--- config.mk ---
export PLATFORM = sky130hd
export DESIGN_NAME = buzzer_arbiter_flat
export DESIGN_NICKNAME = d
export VERILOG_FILES = /design/src/rtl/buzzer_arbiter_if.sv /design/src/rtl/buzzer_arbiter.sv /design/src/flat_wrapper.sv
export SDC_FILE = /design/constraint.sdc
export NUM_CORES = 1
export LEC_CHECK = 0
export ABC_AREA = 1
export CORE_MARGIN = 1
export CORE_UTILIZATION = 59
export DETAILED_ROUTE_END_ITERATION = 10
export PLACE_DENSITY = 0.9
export SLEW_MARGIN = 15
export SYNTH_ARGS = -nofsm -noshare
export SYNTH_HDL_FRONTEND = slang
export SYNTH_SLANG_ARGS = --single-unit
--- constraint.sdc ---
create_clock -name clk -period 2.4 [get_ports clk]
set_input_delay 0.48 -clock clk [delete_from_list [all_inputs] [get_ports clk]]
set_output_delay 0.48 -clock clk [all_outputs]
set_load 0.005 [all_outputs]
--- src/rtl/buzzer_arbiter_if.sv ---
// rtl/buzzer_arbiter_if.sv - note-source request bus and arbitrated buzzer outputs
interface buzzer_arbiter_if;
    logic       pause;
    logic [2:0] req;
    logic [4:0] note0;
    logic [4:0] note1;
    logic [4:0] note2;
    logic [4:0] note_out;
    logic [2:0] grant;
    logic       busy;

    modport master (
        output pause, req, note0, note1, note2,
        input  note_out, grant, busy
    );

    modport slave (
        input  pause, req, note0, note1, note2,
        output note_out, grant, busy
    );
endinterface

--- src/rtl/buzzer_arbiter.sv ---
// rtl/buzzer_arbiter.sv - three-source buzzer arbiter with hold time and articulation gap
// Define BUZZER_ARB_RR_EN for round-robin selection without preemption.
module buzzer_arbiter #(
    parameter int GAP_CYCLES = 2_500_000,
    parameter int MIN_HOLD   = 5_000_000
) (
    input  logic              clk,
    input  logic              rst_n,
    buzzer_arbiter_if.slave   bus
);
    localparam int HW = $clog2(MIN_HOLD + 1);
    localparam int GW = $clog2(GAP_CYCLES + 1);

    typedef enum logic [1:0] {S_IDLE, S_PLAY, S_GAP} state_t;

    state_t          state_q;
    logic [4:0]      note_q;
    logic [2:0]      grant_q;
    logic            busy_q;
    logic [HW-1:0]   hold_cnt_q;
    logic [GW-1:0]   gap_cnt_q;
`ifdef BUZZER_ARB_RR_EN
    logic [1:0]      rr_ptr_q;
`endif

    logic [2:0] active;
    logic       win_valid;
    logic [1:0] win_idx;
    logic [4:0] win_note;
    logic [4:0] owner_note;
    logic       owner_req;
    logic       release_ev;
    logic       change_ev;
    logic       preempt_ev;
    logic       hold_done;

    assign active = bus.req & {bus.note2 != 5'd0, bus.note1 != 5'd0, bus.note0 != 5'd0};

    always_comb begin
`ifdef BUZZER_ARB_RR_EN
        logic [2:0] pos;
        pos       = 3'd0;
`endif
        win_valid = 1'b0;
        win_idx   = 2'd0;
        // Scan from the least preferred candidate so the preferred one is assigned last.
        for (int k = 2; k >= 0; k--) begin
`ifdef BUZZER_ARB_RR_EN
            pos = {1'b0, rr_ptr_q} + 3'(k);
            if (pos >= 3'd3) pos = pos - 3'd3;
            if (active[pos[1:0]]) begin
                win_valid = 1'b1;
                win_idx   = pos[1:0];
            end
`else
            if (active[k]) begin
                win_valid = 1'b1;
                win_idx   = 2'(k);
            end
`endif
        end
    end

    always_comb begin
        win_note = 5'd0;
        case (win_idx)
            2'd0:    win_note = bus.note0;
            2'd1:    win_note = bus.note1;
            default: win_note = bus.note2;
        endcase
    end

    always_comb begin
        owner_note = 5'd0;
        case (grant_q)
            3'b001:  owner_note = bus.note0;
            3'b010:  owner_note = bus.note1;
            3'b100:  owner_note = bus.note2;
            default: owner_note = 5'd0;
        endcase
    end

    assign owner_req  = |(bus.req & grant_q);
    assign release_ev = !owner_req || (owner_note == 5'd0);
    assign change_ev  = owner_note != note_q;
`ifdef BUZZER_ARB_RR_EN
    assign preempt_ev = 1'b0;
`else
    // grant_q - 1 masks exactly the indices below the one-hot owner.
    assign preempt_ev = |(active & (grant_q - 3'd1));
`endif
    assign hold_done  = hold_cnt_q == HW'(MIN_HOLD);

    always_ff @(posedge clk or negedge rst_n) begin
        if (!rst_n) begin
            state_q    <= S_IDLE;
            note_q     <= 5'd0;
            grant_q    <= 3'd0;
            busy_q     <= 1'b0;
            hold_cnt_q <= '0;
            gap_cnt_q  <= '0;
`ifdef BUZZER_ARB_RR_EN
            rr_ptr_q   <= 2'd0;
`endif
        end else if (bus.pause) begin
            state_q    <= S_IDLE;
            note_q     <= 5'd0;
            grant_q    <= 3'd0;
            busy_q     <= 1'b0;
            hold_cnt_q <= '0;
            gap_cnt_q  <= '0;
        end else begin
            case (state_q)
                S_IDLE, S_GAP: begin
                    if (state_q == S_GAP && gap_cnt_q != GW'(GAP_CYCLES - 1)) begin
                        gap_cnt_q <= gap_cnt_q + 1'b1;
                    end else if (win_valid) begin
                        state_q    <= S_PLAY;
                        note_q     <= win_note;
                        grant_q    <= 3'b001 << win_idx;
                        busy_q     <= 1'b1;
                        hold_cnt_q <= '0;
                        gap_cnt_q  <= '0;
`ifdef BUZZER_ARB_RR_EN
                        rr_ptr_q   <= (win_idx == 2'd2) ? 2'd0 : win_idx + 2'd1;
`endif
                    end else begin
                        state_q   <= S_IDLE;
                        note_q    <= 5'd0;
                        grant_q   <= 3'd0;
                        busy_q    <= 1'b0;
                        gap_cnt_q <= '0;
                    end
                end
                S_PLAY: begin
                    if (!hold_done) hold_cnt_q <= hold_cnt_q + 1'b1;
                    if (hold_done && (release_ev || change_ev || preempt_ev)) begin
                        state_q    <= S_GAP;
                        note_q     <= 5'd0;
                        grant_q    <= 3'd0;
                        gap_cnt_q  <= '0;
                        hold_cnt_q <= '0;
                    end
                end
                default: begin
                    state_q <= S_IDLE;
                    note_q  <= 5'd0;
                    grant_q <= 3'd0;
                    busy_q  <= 1'b0;
                end
            endcase
        end
    end

    assign bus.note_out = note_q;
    assign bus.grant    = grant_q;
    assign bus.busy     = busy_q;
endmodule
--- src/flat_wrapper.sv ---
// flat-port wrapper written by rule: the top's interface ports become plain ports
module buzzer_arbiter_flat 
#(
    parameter int GAP_CYCLES = 2_500_000,
    parameter int MIN_HOLD   = 5_000_000
)
  (clk, rst_n, bus_pause, bus_req, bus_note0, bus_note1, bus_note2, bus_note_out, bus_grant, bus_busy);
  buzzer_arbiter_if bus_i ();
  input  logic clk;
  input  logic rst_n;
  input wire logic [$bits(bus_i.pause)-1:0] bus_pause;
  input wire logic [$bits(bus_i.req)-1:0] bus_req;
  input wire logic [$bits(bus_i.note0)-1:0] bus_note0;
  input wire logic [$bits(bus_i.note1)-1:0] bus_note1;
  input wire logic [$bits(bus_i.note2)-1:0] bus_note2;
  output wire logic [$bits(bus_i.note_out)-1:0] bus_note_out;
  output wire logic [$bits(bus_i.grant)-1:0] bus_grant;
  output wire logic [$bits(bus_i.busy)-1:0] bus_busy;
  assign bus_i.pause = bus_pause;
  assign bus_i.req = bus_req;
  assign bus_i.note0 = bus_note0;
  assign bus_i.note1 = bus_note1;
  assign bus_i.note2 = bus_note2;
  assign bus_note_out = bus_i.note_out;
  assign bus_grant = bus_i.grant;
  assign bus_busy = bus_i.busy;
  buzzer_arbiter #(.GAP_CYCLES(GAP_CYCLES), .MIN_HOLD(MIN_HOLD)) u_core (.clk(clk), .rst_n(rst_n), .bus(bus_i));
endmodule
# --- After elaboration in Yosys (flattened, before gate mapping) ---
# Cells that the tools add are included.
classes:
  n_addsub: 3
  eq_ne: 14
  shift: 1
  mux: 37
  n_bitwise: 3
  n_reduce_logical: 20
ops:
  columns: ["operator", "n"]
  rows:
  - ["two-way mux 23 bit", 5]
  - ["two-way mux 22 bit", 3]
  - ["case mux 23 bit (2 select lines)", 1]
  - ["case mux 22 bit (2 select lines)", 1]
  - ["adder 23 x 1 -> 23 bit, second input constant", 1]
  - ["== test 23 bit, second input constant", 1]
  - ["adder 22 x 1 -> 22 bit, second input constant", 1]
  - ["inequality test 22 bit, second input constant", 1]
  - ["two-way mux 5 bit", 4]
  - ["case mux 5 bit (2 select lines)", 2]
  - ["case mux 5 bit (3 select lines)", 1]
  - ["nonzero test 5 bit", 3]
  - ["two-way mux 2 bit", 6]
  - ["two-way mux 3 bit", 4]
  - ["bitwise AND 3 bit", 3]
  - ["two-way mux 1 bit", 7]
  - ["inequality test 3 x 2 -> 1 bit, second input constant", 2]
  - ["case mux 3 bit (2 select lines)", 1]
  - ["AND reduction 2 bit", 3]
  - ["OR reduction 3 bit", 2]
  - ["logical NOT 5 bit", 1]
  - ["inequality test 5 bit", 1]
  - ["== test 2 x 1 -> 1 bit, second input constant", 2]
  - ["logical NOT 2 bit", 2]
  - ["17 further kinds", 20]
word_totals:
  reg_bits: 56
  in_bits: 21
  output_inout_bits: 9
  word_cells: 84

# --- Depth between registers and ports, before layout ---
# Gate-level depths: netlist (run 1).
depth:
  word_depth: 11
  depth_mapped: 18
  depth_no_buf: 17

# --- Worst setup path after synthesis (run 1) ---
# No wires, ideal clock.
synth_timing:
  path_type: "reg-to-reg"
  from: "register u_core.grant_q[0] (netlist: u_core.bus.grant[0])"
  to: "register u_core.gap_cnt_q[15]"
  setup_time_ps: 133
  arrival_time_ps: 1827
  required_ps: 2267
  slack_ps: 440
  path_stages_with_launch: 18
  n_path_buf: 1
  synth_period_minus_slack_ps: 1960
  cell_sequence: "dfrtp_1 > inv_1 > ha_1 > nand2_1 > inv_2 > nand2_1 > nand3_1 > nor2_1 > nand2_1 > nand2_1 > nand2_1 > nand3_1 > nand2_2 > nand2_2 > nand2_2 > buf_6 > nand2_1 > o21ai_0"
synth_via:
  elab_chain_len: 9
  word_cells_on_any_way: 18
  classes_between: "1 x add/sub; 5 x eq/ne; 1 x mux; 2 x bitwise; 9 x reduce/logical"
synth_lines:
  columns: ["item", "line_no", "source"]
  rows:
  - ["start: declaration", "buzzer_arbiter.sv:18", "logic [2:0] grant_q;"]
  - ["start signal: assignment", "buzzer_arbiter.sv:120", "grant_q <= 3'b001 << win_idx;"]
  - ["== test 3 bit (tied with other cells)", "buzzer_arbiter.sv:75", "case (grant_q)"]
  - ["case mux 5 bit (3 select lines) / OR reduction 3 bit (equally long branches)", "buzzer_arbiter.sv:75, buzzer_arbiter.sv:83", null]
  - ["logical NOT 5 bit / logical NOT 1 bit (equally long branches)", "buzzer_arbiter.sv:84", "assign release_ev = !owner_req || (owner_note == 5'd0);"]
  - ["logical OR 1 bit", "buzzer_arbiter.sv:84", null]
  - ["logical OR 1 bit", "buzzer_arbiter.sv:137", "if (hold_done && (release_ev || change_ev || preempt_ev)) begin"]
  - ["logical OR 1 bit *", "buzzer_arbiter.sv:137", null]
  - ["logical AND 1 bit *", "buzzer_arbiter.sv:137", null]
  - ["inequality test 3 x 2 -> 1 bit (no line) *", null, null]
  - ["AND reduction 2 bit (no line) *", null, null]
  - ["end signal: assignment", "buzzer_arbiter.sv:116", "gap_cnt_q <= gap_cnt_q + 1'b1;"]
  - ["end: declaration", "buzzer_arbiter.sv:21", "logic [GW-1:0] gap_cnt_q;"]
# Mark *: on every way between the ends. The rest lies on a longest branch, timed or not.
# A chain may end at the register's enable or synchronous reset.

# --- Final worst setup path (run 1) ---
layout_timing:
  from: "register u_core.grant_q[0] (netlist: u_core.bus.grant[0])"
  to: "register u_core.hold_cnt_q[1]"
layout_via:
  elab_chain_len: 10
  word_cells_on_any_way: 21
  classes_between: "1 x add/sub; 5 x eq/ne; 4 x mux; 2 x bitwise; 9 x reduce/logical"
layout_lines:
  columns: ["item", "line_no", "source"]
  rows:
  - ["== test 3 bit (tied with other cells)", "buzzer_arbiter.sv:75", null]
  - ["case mux 5 bit (3 select lines) / OR reduction 3 bit (equally long branches)", "buzzer_arbiter.sv:75, buzzer_arbiter.sv:83", null]
  - ["logical NOT 5 bit / logical NOT 1 bit (equally long branches)", "buzzer_arbiter.sv:84", null]
  - ["logical OR 1 bit", "buzzer_arbiter.sv:84", null]
  - ["logical OR 1 bit", "buzzer_arbiter.sv:137", null]
  - ["logical OR 1 bit *", "buzzer_arbiter.sv:137", null]
  - ["logical AND 1 bit *", "buzzer_arbiter.sv:137", null]
  - ["two-way mux 23 bit", "buzzer_arbiter.sv:137", null]
  - ["case mux 23 bit (2 select lines)", "buzzer_arbiter.sv:113", "case (state_q)"]
  - ["two-way mux 23 bit", "buzzer_arbiter.sv:105", "end else if (bus.pause) begin"]
  - ["end signal: assignment", "buzzer_arbiter.sv:136", "if (!hold_done) hold_cnt_q <= hold_cnt_q + 1'b1;"]
  - ["end: declaration", "buzzer_arbiter.sv:20", "logic [HW-1:0] hold_cnt_q;"]
# Marks and branches as above.

==> results of run 1 <==
## worst max-delay path, delay by kind of cell, from the launching register on
family	cells	cell delay, ns
DFF	1	0.44
adders and majority gates	1	0.21
buffers and inverters	3	0.37
and+or+nand+nor	11	1.15
## timing repair
| item | in CTS | in global routing |
|---|---|---|
| gates resized for setup | 0 | 2 |
| setup buffers | 0 | 2 |
| hold buffers | 0 | 0 |
| endpoints found under the setup margin | 0 | 6 |
## logic make-up (layout without fill, tap and decap cells)
family / Yosys count / after routing
adders and majority gates: 7 / 7
and+or+nand+nor: 384 / 384
xor gates and xnor gates: 9 / 9
AOI/OAI and AO/OA: 51 / 51
DFF: 56 / 56
buffers and inverters: 95 / 141
## worst paths after layout
| kind | startpoint | slack (ns) | endpoint | cells after the start |
|---|---|---|---|---|
| setup / recovery | u_core.bus.grant[0] | 0.18 | u_core.hold_cnt_q[1] | 15 |
| hold / removal | rst_n | 0.28 | u_core.hold_cnt_q[17] | 2 |
| setup reg to reg | u_core.bus.grant[0] | 0.18 | u_core.hold_cnt_q[1] | 15 |
| hold reg to reg | u_core.bus.note_out[1] | 0.51 | u_core.bus.note_out[1] | 2 |
| max in group asynchronous | rst_n | 1.65 | u_core.bus.grant[1] | 2 |
| min in group clk | u_core.bus.note_out[1] | 0.51 | u_core.bus.note_out[1] | 2 |
## report_power, final
part	internal (mW)	switching [mW]
registers	0.967	0.0265
clock network	0.237	0.333
logic	0.168	0.239
total	1.37	0.598
## registers in the layout, indices dropped and copies added, names as in the netlist
| register | cells |
|---|---|
| u_core.bus.busy | 1 |
| u_core.bus.grant | 3 |
| u_core.bus.note_out | 5 |
| u_core.gap_cnt_q | 22 |
| u_core.hold_cnt_q | 23 |
| u_core.state_q | 2 |
## routing by layer
layer	global-route usage, %	up-vias	part of all wire, %
met2	53.5	193	47
met4	9.55	0	2.0
met1	43.4	1982	44
met3	5.16	26	7.0
li1	-	2061	-
met5	0	-	0
## stage by stage
step	setup TNS [ns]	instances	hold WS (ns)	utilization [%]	power (mW)
floorplan	0	602	0.184	-	1.23
global placement	0	715	0.486	69.2	1.40
detailed placement	-0.282	715	0.492	69.2	1.41
CTS	0	723	0.301	70.7	1.97
global route	0	725	0.352	71.0	2.06
finish	0	725	0.283	71.0	1.97
## placed cells by master (no fill, tap or decap), types with 2 or more instances in the layout
cell,instances
sky130_fd_sc_hd__or2_2,6
sky130_fd_sc_hd__dfrtp_1,56
sky130_fd_sc_hd__nor4_1,13
sky130_fd_sc_hd__buf_4,22
sky130_fd_sc_hd__nor3_1,8
sky130_fd_sc_hd__ha_1,6
sky130_fd_sc_hd__o211ai_1,2
sky130_fd_sc_hd__clkdlybuf4s50_1,28
sky130_fd_sc_hd__nand3_1,54
sky130_fd_sc_hd__nor2_1,57
sky130_fd_sc_hd__nor3_2,2
sky130_fd_sc_hd__o21ai_1,21
sky130_fd_sc_hd__nand3_2,4
sky130_fd_sc_hd__inv_1,72
sky130_fd_sc_hd__xor2_1,6
sky130_fd_sc_hd__nand2_2,5
sky130_fd_sc_hd__nand3b_1,4
sky130_fd_sc_hd__nand2_1,186
sky130_fd_sc_hd__a22oi_1,5
sky130_fd_sc_hd__clkbuf_8,6
sky130_fd_sc_hd__nand4_1,36
sky130_fd_sc_hd__inv_2,9
sky130_fd_sc_hd__o21ai_0,15
sky130_fd_sc_hd__xnor2_1,3
sky130_fd_sc_hd__a21oi_1,3
sky130_fd_sc_hd__nor2_4,2
sky130_fd_sc_hd__nor2_2,4
## area by class of cell
class	instances	area, µm²	area share, %
well taps	77	96.3	2.09
clock inverters	2	13.8	0.299
clock buffers	6	82.6	1.79
repair buffers	52	470	10.2
multi-input cells	451	2240	48.6
flip-flops and latches	56	1400	30.4
inverters	81	304	6.59
==> load_flow_metrics.sql, run 1 <==
INSERT INTO impl_metrics (metric_group, metric, value, unit) VALUES
('detailed_routing', 'wl_per_cell', '14.8', 'µm'),
('worst_setup_path', 'arrival', '2.49', 'ns'),
('sta', 'worstMarginPinSlew', '0.707', 'ns'),
('worst_setup_path', 'timing_worst_setup_path_type', 'flip-flop to flip-flop', ''),
('clock_network', 'htreeDepth', '2', ''),
('clock_network', 'root_buffer', 'sky130_fd_sc_hd__clkbuf_8', ''),
('cells_and_area', 'num-fill-cells', '563', ''),
('grt', 'first_global_vias', '4054', ''),
('clock_network', 'cts_made_buffers', '5', ''),
('detailed_routing', 'detail_route.drc_violations', '2', ''),
('yosys', 'synthesis.area_per_instance', '6.73', 'µm²'),
('cells_and_area', 'nNetsFinal', '675', ''),
('sta', 'relative_slew_slack', '52.9', '%'),
('die', 'ios', '30', ''),
('worst_hold_path', 'hold_path.class', 'input pin to async pin', ''),
('sta', 'hold_viol', '0', ''),
('place', 'placement.cell_area', '0.00450', 'mm²'),
('status', 'outcome', 'finished, violations left', ''),
('yosys', 'synth_top_family_by_area', 'simple AND/OR/NAND/NOR gates', ''),
('sta', 'finalWorstSetupSlack', '0.182', 'ns'),
('cells_and_area', 'post_route_cells_drive_above_1_share', '10.6', '%'),
('detailed_routing', 'route.detailed.vias_per_inst', '5.88', ''),
('yosys', 'synth-seq-cells', '56', ''),
('yosys', 'synth_xor_area_share', '1.94', '%'),
('place', 'pre_cts_slack', '-0.0583', 'ns'),
('cells_and_area', 'insertedDiodeCount', '0', ''),
('place', 'io_buffer_count', '29', ''),
('clock_network', 'clock_tree_from_tritoncts', 'built', ''),
('yosys', 'most_common_cell_in_the_netlist', 'sky130_fd_sc_hd__nand2_1', ''),
('worst_setup_path', 'timing.critical_path.to_type', 'flip-flop', ''),
('cells_and_area', 'fin_area', '0.00461', 'mm²'),
('detailed_routing', 'routed-via-count', '4262', ''),
('die', 'dieArea', '0.00721', 'mm²'),
('die', 'chipHeight', '84.9', 'µm'),
('sta', 'min_period_over_period', '92.4', '%'),
('pwr', 'p_leak', '2.09', 'nW'),
('sta', 'finalSetupViolCount', '0', ''),
('yosys', 'yosys.area_share.simple', '43.9', '%'),
('die', 'die_w', '84.9', 'µm'),
('detailed_routing', 'drtAntennaViolNets', '0', ''),
('yosys', 'post_synth_fa_ha_maj_area_fraction', '2.16', '%'),
('place', 'place.gp.congestion', '0.928', ''),
('die', 'design.core.area', '0.00649', 'mm²'),
('yosys', 'post_synth_most_frequent_cells', '186 x sky130_fd_sc_hd__nand2_1, 73 x sky130_fd_sc_hd__inv_1, 57 x sky130_fd_sc_hd__nor2_1, 56 x sky130_fd_sc_hd__dfrtp_1, 54 x sky130_fd_sc_hd__nand3_1', ''),
('worst_setup_path', 'timing.critical_path.fanout_max', '4', ''),
('yosys', 'synth_fp_nets', '630', ''),
('clock_network', 'path_clk_slew', '0.10', 'ns'),
('yosys', 'mappedNetlistArea', '0.00405', 'mm²'),
('sta', 'report.final.slew_viol_count', '0', ''),
('cells_and_area', 'syn2layout_area_growth', '13.7', '%'),
('clock_network', 'clkLatencyLatePin', '0.32', 'ns'),
('grt', 'grt_start_max_net_pins', '57', ''),
('yosys', 'synthesized_area_fraction_occupied_by_ao_oa_aoi_and_oai_cells', '7.22', '%'),
('detailed_routing', 'firstDrtPassIters', '10', ''),
('worst_setup_path', 'crit_chain', 'inv_2 -> ha_1 -> nand2_1 -> inv_2 -> nand2_1 -> nand3_1 -> nor2_1 -> nor3b_2 -> nand3_1 -> nand2_2 -> nand2_2 -> buf_4 -> nor2_1 -> nand2_1 -> nand2_1', ''),
('detailed_routing', 'routed_wirelength', '10.7', 'mm'),
('yosys', 'postSynth.topFlopCell', 'sky130_fd_sc_hd__dfrtp_1', ''),
('status', 'violations', 'design-rule violations', ''),
('pwr', 'worst_ir_drop_vdd', '0.284', 'mV'),
('grt', 'grt.total_usage', '32.1', '%'),
('worst_setup_path', 'timing.critical_path.required', '2.67', 'ns'),
('clock_network', 'cts.sink_count', '56', ''),
('yosys', 'ys_top_cells_by_area', 'sky130_fd_sc_hd__dfrtp_1 35%, sky130_fd_sc_hd__nand2_1 17%, sky130_fd_sc_hd__inv_1 6.8%', ''),
('yosys', 'synth_enable_flop_cells', '0', ''),
('job', 'timing.max_cap.violations', '0', ''),
('sta', 'skew', '0.00703', 'ns'),
('grt', 'antenna_found_initial', '0', ''),
('yosys', 'synth_largest_type_area_fraction', '34.6', '%'),
('yosys', 'synthDominantAreaCellType', 'sky130_fd_sc_hd__dfrtp_1', ''),
('die', 'floorplan.initialDensity', '62.4', '%'),
('yosys', 'synthMuxAreaShare', '0', '%');
Power figures use the tool's default switching activity.
==> run 2, diff against run 1 <==
- CAP_MARGIN: not set -> 20
- clock period: 2.4 -> 2.34 ns (I/O delays scaled with it)
==> load_flow_metrics.sql, run 2 (synthesis gave the netlist of run 1 again) <==
INSERT INTO impl_metrics (metric_group, metric, value, unit) VALUES
('status', 'outcome', 'finished, violations left', ''),
('status', 'violations', 'design-rule violations', ''),
('sta', 'hold_viol', '0', ''),
('grt', 'grt.total_usage', '31.3', '%'),
('worst_setup_path', 'startpoint_type', 'flip-flop', ''),
('worst_setup_path', 'arrival', '2.44', 'ns'),
('pwr', 'p_leak', '2.09', 'nW'),
('cells_and_area', 'nNetsFinal', '675', ''),
('cells_and_area', 'fin_area', '0.00462', 'mm²'),
('grt', 'grt_start_max_net_pins', '30', ''),
('worst_setup_path', 'timing.critical_path.required', '2.60', 'ns'),
('sta', 'maxClockFrequency', '457', 'MHz'),
('cells_and_area', 'layout.cells.most_common_list', '186 x sky130_fd_sc_hd__nand2_1, 72 x sky130_fd_sc_hd__inv_1, 57 x sky130_fd_sc_hd__nor2_1, 56 x sky130_fd_sc_hd__dfrtp_1, 52 x sky130_fd_sc_hd__nand3_1', ''),
('clock_network', 'root_buffer', 'sky130_fd_sc_hd__clkbuf_8', ''),
('place', 'detailed_place_hpwl', '8.18', 'mm'),
('die', 'floorplan.initialDensity', '62.4', '%'),
('place', 'place.gp.congestion', '0.995', ''),
('die', 'chipHeight', '84.9', 'µm'),
('pwr', 'worst_ir_drop_vdd', '0.229', 'mV'),
('die', 'dieArea', '0.00721', 'mm²'),
('cells_and_area', 'largest_reg_flops', '23', ''),
('worst_setup_path', 'timing_worst_setup_path_type', 'flip-flop to flip-flop', ''),
('worst_setup_path', 'reg2reg_slack', '0.15', 'ns'),
('worst_hold_path', 'hold_path.class', 'input pin to async pin', ''),
('detailed_routing', 'detail_route.drc_violations', '2', ''),
('die', 'ios', '30', ''),
('clock_network', 'clkLatencyLatePin', '0.32', 'ns'),
('clock_network', 'htreeDepth', '2', ''),
('cells_and_area', 'insertedDiodeCount', '0', ''),
('cells_and_area', 'syn2layout_area_growth', '14.0', '%'),
('clock_network', 'cts.sink_count', '56', ''),
('cells_and_area', 'finalCoreUtilization', '71.2', '%'),
('pwr', 'pwr_density_cell', '431', 'mW/mm²'),
('detailed_routing', 'drtAntennaViolNets', '0', ''),
('detailed_routing', 'route.detailed.vias_per_inst', '5.75', ''),
('die', 'design.core.area', '0.00649', 'mm²'),
('detailed_routing', 'firstDrtPassIters', '7', ''),
('place', 'post-place-cells', '715', ''),
('sta', 'finalSetupViolCount', '0', ''),
('sta', 'relative_slew_slack', '53.6', '%'),
('cells_and_area', 'largest_register', 'u_core.hold_cnt_q', ''),
('cells_and_area', 'most_common_cell_after_layout_fill_and_taps_aside', 'sky130_fd_sc_hd__nand2_1', ''),
('job', 'timing.max_cap.violations', '0', ''),
('clock_network', 'path_clk_slew', '0.11', 'ns'),
('sta', 'min_period_over_period', '93.5', '%'),
('cells_and_area', 'num-fill-cells', '559', ''),
('cells_and_area', 'instances_no_fill', '725', ''),
('detailed_routing', 'routed_wirelength', '10.8', 'mm'),
('worst_setup_path', 'timing.critical_path.to_type', 'flip-flop', ''),
('sta', 'timing.setup.tns', '0', 'ns'),
('grt', 'final_global_route_overflow_total', '0', ''),
('grt', 'first_global_vias', '3883', ''),
('pwr', 'power.total', '1.99', 'mW'),
('grt', 'antenna_found_initial', '0', ''),
('worst_setup_path', 'timing.critical_path.fanout_max', '5', ''),
('place', 'placement.cell_area', '0.00451', 'mm²'),
('sta', 'skew', '0.0102', 'ns'),
('clock_network', 'cts_made_buffers', '5', ''),
('sta', 'report.final.slew_viol_count', '0', ''),
('place', 'io_buffer_count', '29', ''),
('clock_network', 'clock_tree_from_tritoncts', 'built', ''),
('detailed_routing', 'routed-via-count', '4169', ''),
('grt', 'grt_first_pass_wirelength', '18.1', 'mm'),
('die', 'row_cnt', '29', ''),
('clock_network', 'clock_tree.buffer_depth', '2', ''),
('detailed_routing', 'drtIter0Drc', '346', ''),
('cells_and_area', 'post_route_cells_drive_above_1_share', '10.8', '%'),
('sta', 'final.min_clock_period', '2.19', 'ns'),
('die', 'die_w', '84.9', 'µm'),
('sta', 'worstMarginPinSlew', '0.696', 'ns'),
('detailed_routing', 'wl_per_cell', '14.9', 'µm'),
('clock_network', 'postCtsHoldBufs', '0', '');
==> run 2: report_power, final <==
| part | internal (mW) | leakage (nW) | switching, mW |
|---|---|---|---|
| clock network | 0.215 | 0.0456 | 0.335 |
| logic | 0.175 | 1.27 | 0.248 |
| registers | 0.992 | 0.776 | 0.0280 |
==> run 2: layer usage <==
layer	GRT usage, %	up-vias	routed length, µm	share of wire, %
met5	0	-	0	0
met4	8.32	0	152	1.4
met3	4.09	16	720	6.6
met2	50.8	160	5010	46
met1	44.7	1935	4950	46
li1	-	2058	-	-
==> run 2: worst max-delay path, cell delays in order (launching register included) <==
cell and delay (ns):
sky130_fd_sc_hd__dfrtp_1 0.44, sky130_fd_sc_hd__inv_2 0.11, sky130_fd_sc_hd__ha_1 0.28, sky130_fd_sc_hd__nand3_1 0.15
sky130_fd_sc_hd__nand3_1 0.12, sky130_fd_sc_hd__nand2_1 0.06, sky130_fd_sc_hd__nand2_1 0.06, sky130_fd_sc_hd__nand2_1 0.06
sky130_fd_sc_hd__nor2_2 0.15, sky130_fd_sc_hd__nand3_2 0.08, sky130_fd_sc_hd__nand2_2 0.08, sky130_fd_sc_hd__nand2_2 0.08
sky130_fd_sc_hd__buf_4 0.17, sky130_fd_sc_hd__nand2_2 0.09, sky130_fd_sc_hd__inv_2 0.05, sky130_fd_sc_hd__nor2_1 0.12
==> run 2: worst paths after layout <==
kind                                startpoint                     to  depth (start not counted)
hold / removal                           rst_n  u_core.hold_cnt_q[22]                          1
setup / recovery           u_core.bus.grant[0]   u_core.hold_cnt_q[2]                         15
hold reg to reg            u_core.gap_cnt_q[0]    u_core.gap_cnt_q[0]                          1
setup reg to reg           u_core.bus.grant[0]   u_core.hold_cnt_q[2]                         15
min in group clk           u_core.gap_cnt_q[0]    u_core.gap_cnt_q[0]                          1
max in group asynchronous                rst_n   u_core.gap_cnt_q[10]                          2
==> run 2: cell type report <==
cell class	count	area [µm²]	area share (%)
tap	77	96.3	2.08
clock buffer	6	72.6	1.57
inverter	81	304	6.58
clock inverter	2	13.8	0.298
multi-input combinational	451	2250	48.7
timing repair buffer	52	483	10.4
sequential	56	1400	30.3
==> run 2: metrics by stage <==
step                setup slack, ns  hold slack, ns
CTS                           0.108           0.196
global placement            -0.0780           0.483
floorplan                     0.380           0.172
global route               -0.00454           0.231
detailed placement           -0.172           0.518
finish                        0.153           0.175
==> run 2: timing repair <==
item	4_1_cts	5_1_grt
endpoints found under the setup margin	0	37
setup buffers	0	2
resized for setup	0	4
